`src/rtl/pipe_pkg.sv`:
```
// Shared constants for the RV32I pipeline segment registers.
package pipe_pkg;

    // RV32I canonical NOP: addi x0, x0, 0
    localparam logic [31:0] RV_NOP = 32'h0000_0013;

    // Default datapath width
    localparam int unsigned XLEN = 32;

    // Default stall counter width
    localparam int unsigned STALL_CNT_W = 16;

endpackage

```
`src/rtl/pipe_seg_reg_seg_skid_slot.sv`:
```
// One payload slot: data register plus valid bit with load/clear controls.
// A load writes both data and valid (valid may be loaded as 0 for bubble
// injection); clear drops only the valid bit so the data is retained.
module seg_skid_slot #(
    parameter int unsigned      WIDTH     = 32,
    parameter logic [WIDTH-1:0] RESET_VAL = '0
) (
    input  logic             clk,
    input  logic             rst,
    input  logic             load,
    input  logic [WIDTH-1:0] load_data,
    input  logic             load_valid,
    input  logic             clear,
    output logic             valid,
    output logic [WIDTH-1:0] data
);

    // Slot state: load has priority over clear
    always_ff @(posedge clk or posedge rst) begin
        if (rst) begin
            valid <= 1'b0;
            data  <= RESET_VAL;
        end else if (load) begin
            valid <= load_valid;
            data  <= load_data;
        end else if (clear) begin
            valid <= 1'b0;
        end
    end

endmodule

```
`src/rtl/pipe_seg_reg.sv`:
```
// Pipeline segment register with valid/ready flow control, hazard hold,
// flush with NOP bubble injection, optional skid slot and stall counter.
module pipe_seg_reg
    import pipe_pkg::*;
#(
    parameter int unsigned      WIDTH      = XLEN,
    parameter logic [WIDTH-1:0] RESET_VAL  = '0,
    parameter logic [WIDTH-1:0] BUBBLE_VAL = WIDTH'(RV_NOP),
    parameter bit               SKID       = 1'b1,
    parameter int unsigned      CNT_W      = STALL_CNT_W
) (
    input  logic             clk,
    input  logic             rst,
    input  logic             in_valid,
    output logic             in_ready,
    input  logic [WIDTH-1:0] in_data,
    output logic             out_valid,
    input  logic             out_ready,
    output logic [WIDTH-1:0] out_data,
    input  logic             hold,
    input  logic             flush,
    input  logic             stall_clr,
    output logic [CNT_W-1:0] stall_cnt
);

    logic             dr;
    logic             out_xfer;
    logic             in_xfer;

    logic             main_valid;
    logic [WIDTH-1:0] main_data;
    logic             main_load;
    logic [WIDTH-1:0] main_load_data;
    logic             main_load_valid;
    logic             main_clear;

    logic             skid_valid;
    logic [WIDTH-1:0] skid_data;

    logic [CNT_W-1:0] stall_cnt_q;

    assign dr       = out_ready & ~hold;
    assign out_xfer = main_valid & dr;
    assign in_xfer  = in_valid & in_ready;

    assign out_valid = main_valid;
    assign out_data  = main_data;
    assign stall_cnt = stall_cnt_q;

    // Main slot control: flush, skid refill, direct load, drain (in priority order)
    always_comb begin
        main_load       = 1'b0;
        main_load_data  = in_data;
        main_load_valid = 1'b1;
        main_clear      = 1'b0;
        if (flush) begin
            main_load       = 1'b1;
            main_load_data  = BUBBLE_VAL;
            main_load_valid = 1'b0;
        end else if (skid_valid && out_xfer) begin
            main_load      = 1'b1;
            main_load_data = skid_data;
        end else if (in_xfer && (!main_valid || out_xfer)) begin
            main_load = 1'b1;
        end else if (out_xfer) begin
            main_clear = 1'b1;
        end
    end

    seg_skid_slot #(
        .WIDTH     (WIDTH),
        .RESET_VAL (RESET_VAL)
    ) u_main (
        .clk        (clk),
        .rst        (rst),
        .load       (main_load),
        .load_data  (main_load_data),
        .load_valid (main_load_valid),
        .clear      (main_clear),
        .valid      (main_valid),
        .data       (main_data)
    );

    generate
        if (SKID) begin : g_skid
            logic skid_load;
            logic skid_clear;

            // in_ready comes only from registered state plus hold/flush
            assign in_ready = ~hold & ~flush & ~skid_valid;

            // Skid captures an accepted item when main is full and not draining
            always_comb begin
                skid_load  = ~flush & in_xfer & main_valid & ~out_xfer;
                skid_clear = flush | (skid_valid & out_xfer);
            end

            seg_skid_slot #(
                .WIDTH     (WIDTH),
                .RESET_VAL (RESET_VAL)
            ) u_skid (
                .clk        (clk),
                .rst        (rst),
                .load       (skid_load),
                .load_data  (in_data),
                .load_valid (1'b1),
                .clear      (skid_clear),
                .valid      (skid_valid),
                .data       (skid_data)
            );
        end else begin : g_noskid
            assign in_ready   = ~hold & ~flush & (~main_valid | out_ready);
            assign skid_valid = 1'b0;
            assign skid_data  = '0;
        end
    endgenerate

    // Saturating count of cycles where a valid payload was not taken downstream
    always_ff @(posedge clk or posedge rst) begin
        if (rst) begin
            stall_cnt_q <= '0;
        end else if (stall_clr) begin
            stall_cnt_q <= '0;
        end else if (main_valid && !dr && (stall_cnt_q != {CNT_W{1'b1}})) begin
            stall_cnt_q <= stall_cnt_q + CNT_W'(1);
        end
    end

endmodule

```
`config.mk`:
```
export PLATFORM = sky130hd
export DESIGN_NAME = pipe_seg_reg
export DESIGN_NICKNAME = d
export VERILOG_FILES = /design/src/rtl/pipe_pkg.sv /design/src/rtl/pipe_seg_reg_seg_skid_slot.sv /design/src/rtl/pipe_seg_reg.sv
export SDC_FILE = /design/constraint.sdc
export NUM_CORES = 1
export LEC_CHECK = 0
export ABC_AREA = 1
export BUFFER_PORTS_ARGS = -buffer_cell sky130_fd_sc_hd__buf_2
export CAP_MARGIN = 20
export CORE_ASPECT_RATIO = 0.7
export CORE_MARGIN = 4
export CORE_UTILIZATION = 40
export CTS_BUF_LIST = sky130_fd_sc_hd__clkbuf_8
export DETAILED_ROUTE_END_ITERATION = 8
export RECOVER_POWER = 100
export REMOVE_ABC_BUFFERS = 1
export SYNTH_ARGS = -nofsm -noshare
export SYNTH_HDL_FRONTEND = slang
export SYNTH_SLANG_ARGS = --single-unit
```
`constraint.sdc`:
```
create_clock -name clk -period 3.51 [get_ports clk]
set_input_delay 0.702 -clock clk [delete_from_list [all_inputs] [get_ports clk]]
set_output_delay 0.702 -clock clk [all_outputs]
set_load 0.02 [all_outputs]
```
==> out/qor.txt <==
Most instantiated library cell after synthesis -> nand2_1
Final setup TNS -> 0 ps
Die H -> 89.8 µm
CTS tree -> done
Area growth, synth to finish -> 16.6%
Type of the worst min-delay path -> reg2reg
Worst reg-to-reg setup slack -> 1080 ps
Max Clk Rate -> 407 MHz
Worst slew margin -> -0.495
Worst Path Max Fanout -> 59
CTS max path bufs -> 2
Core area -> 0.00918 mm²
Syn Inst Count -> 480
CTS hold repair buffers -> 0
Initial antenna violation count -> 0
Crit. End Element -> register
Grt ovf -> 0
Synth Area per Inst -> 7.97 µm²
Busiest grt layer -> met2
Top FF cell, synth -> dfrtp_1
Num CTS Buffers -> 9
Max-cap violations -> 2
Wirelength per Cell -> 13.6 µm
Via density -> 4.83
Post-synth top area cell -> dfrtp_1
Yosys warns -> 0
Seq/Total Area, Yosys -> 0.537
Routing usage on met1 -> 0.248
CP arrival -> 2610 ps
DP Area -> 0.00436 mm²
HPWL Detailed -> 6340 µm
Io pins -> 89
Drt total wl -> 9350 µm
Placed cells -> 673
Post-layout min period -> 2460 ps
Violated checks -> max-capacitance violations, max-slew violations
Top-area cell type share of the netlist area -> 0.537
Post-synth EDFFs -> 0
Worst endpoint required time -> 3670 ps
DRC Markers -> 0
Synth unique cells -> 24
Vias after detailed routing -> 3322
Async SR Flop Fraction -> 1.00
Worst-margin pin slew -> 2230 ps
Met3 Use GR -> 0.0450
Placer Congestion -> 0.857
Drt first pass iters -> 4
Post-DRT Antenna Nets -> 0
All-Layer GR Usage -> 0.171
Non-filler cells, final -> 688
Worst hold margin -> 485 ps
Final instance area -> 0.00446 mm²
DRT iter0 DRCs -> 223
Peak VDD IR -> 0.280 mV
Count of state elements after synthesis -> 82
H-tree depth -> 3
Setup slack after layout -> 1050 ps
Clock tree root buffer cell -> clkbuf_8
Die area -> 0.0112 mm²
Post-cts resize count -> 0
Layout cell share with drive strength beyond 1 -> 0.103
Fin Clk Skew -> 5.09 ps
FP Rows -> 29
Synthesized cell area -> 0.00382 mm²
DP Worst Slack -> 1110 ps
Die width -> 125 µm
Initial Util -> 0.417
Unrepaired setup endpoints after global routing -> false
Final Max Tran Viols -> 108
First-pass GRT wire length -> 15800 µm
Outcome -> finished with violations
Layout Nets -> 600
PD cells -> 433 mW/mm²
Synth top cells by count -> 155 x nand2_1, 90 x o21ai_0, 82 x dfrtp_1
Clk pin slew, worst setup/hold paths -> 80 ps
Vias in the first global route -> 3259
Lkg Pwr -> 2.25 nW
Setup-failing EPs final -> 0
Largest net degree at the start of global routing -> 60
M2 GR Usage -> 0.255
Top cells by area, synth -> dfrtp_1 54%, nand2_1 15%, o21ai_0 12%, inv_1 4.6%, nor2_1 2.8%
Clk sinks -> 82
Setup Fix Bufs, Post-CTS -> 0
ANT cells -> 0
Final worst path period share -> 0.700
Port Buffers -> 88
Final hold violation count -> 0
Clock latency on the worst-skew pair -> 350 ps
CP Launch Type -> input pin
CP Class -> in2reg
==> worst max-delay path, stage by stage <==
cell and delay, ps:
clkbuf_1 80, inv_1 80, nand2_1 50, nand2_1 180, nor2_1 150, inv_1 1110
o21ai_0 220
==> cells by family after synthesis <==
kind of cell / after synthesis / share of synthesized area
and+or+nand+nor: 221 / 0.240
AOI/OAI and AO/OA: 101 / 0.134
DFF: 82 / 0.537
buffers and inverters: 71 / 0.0772
xor gates and xnor gates: 4 / 0.00916
adders and majority gates: 1 / 0.00327
==> layer usage <==
layer  vias up  part of all wire
met5         -                 0
met3         9             0.063
met2        94              0.43
li1       1693                 -
met1      1526              0.50
met4         0             0.011
==> cell type report <==
cell class / instances / area (µm²)
repair buffers: 91 / 424
clock buffers: 9 / 124
multi-input cells: 327 / 1460
flip-flops and latches: 82 / 2050
inverters: 49 / 185
fillers: 954 / 4720
clock inverters: 6 / 60.1
well taps: 124 / 155
==> sequential cells by signal, indices dropped and copies added (netlist names) <==
signal,count
g_skid.u_skid.data,32
stall_cnt,16
g_skid.u_skid.valid,1
u_main.data,32
u_main.valid,1
==> worst paths after layout <==
path,from,end,cells after the start
worst max-delay path,hold,g_skid.u_skid.data[21],7
worst min-delay path,g_skid.u_skid.data[23],g_skid.u_skid.data[23],2
worst max register to register,stall_cnt[0],stall_cnt[12],9
worst min register to register,g_skid.u_skid.data[23],g_skid.u_skid.data[23],2
max in group asynchronous,rst,u_main.valid,2
min in group asynchronous,rst,stall_cnt[13],2
==> per-stage QoR <==
step	util	power (W)
floorplan	-	0.00121
global placement	0.475	0.00129
detailed placement	0.475	0.00129
CTS	0.495	0.00196
global route	0.485	0.00204
finish	0.485	0.00193
==> where the power goes <==
group	switching (W)	internal, W	leakage (nW)
clock network	0.000339	0.000321	0.0963
logic	0.000131	0.0000694	1.06
registers	0.0000398	0.00103	1.09
total	0.000510	0.00142	2.25
==> cell usage in the layout (no fill, tap or decap) <==
cell type	count
nand2_1	157
o21ai_0	96
dfrtp_1	82
clkbuf_1	51
inv_1	49
buf_2	37
nor2_1	33
nand3_1	13
nand4_1	13
clkbuf_8	9
xor2_1	4
o21bai_1	3
clkinv_2	2
buf_12	2
nor2_2	1
nor2_4	1
nand3b_1	1
a21oi_1	1
o21ai_1	1
nor3_1	1
clkinvlp_2	1
or2_2	1
ha_1	1
clkinvlp_4	1
bufinv_16	1
clkinv_4	1
buf_4	1
Note: power is estimated with default switching activity, not from simulation.
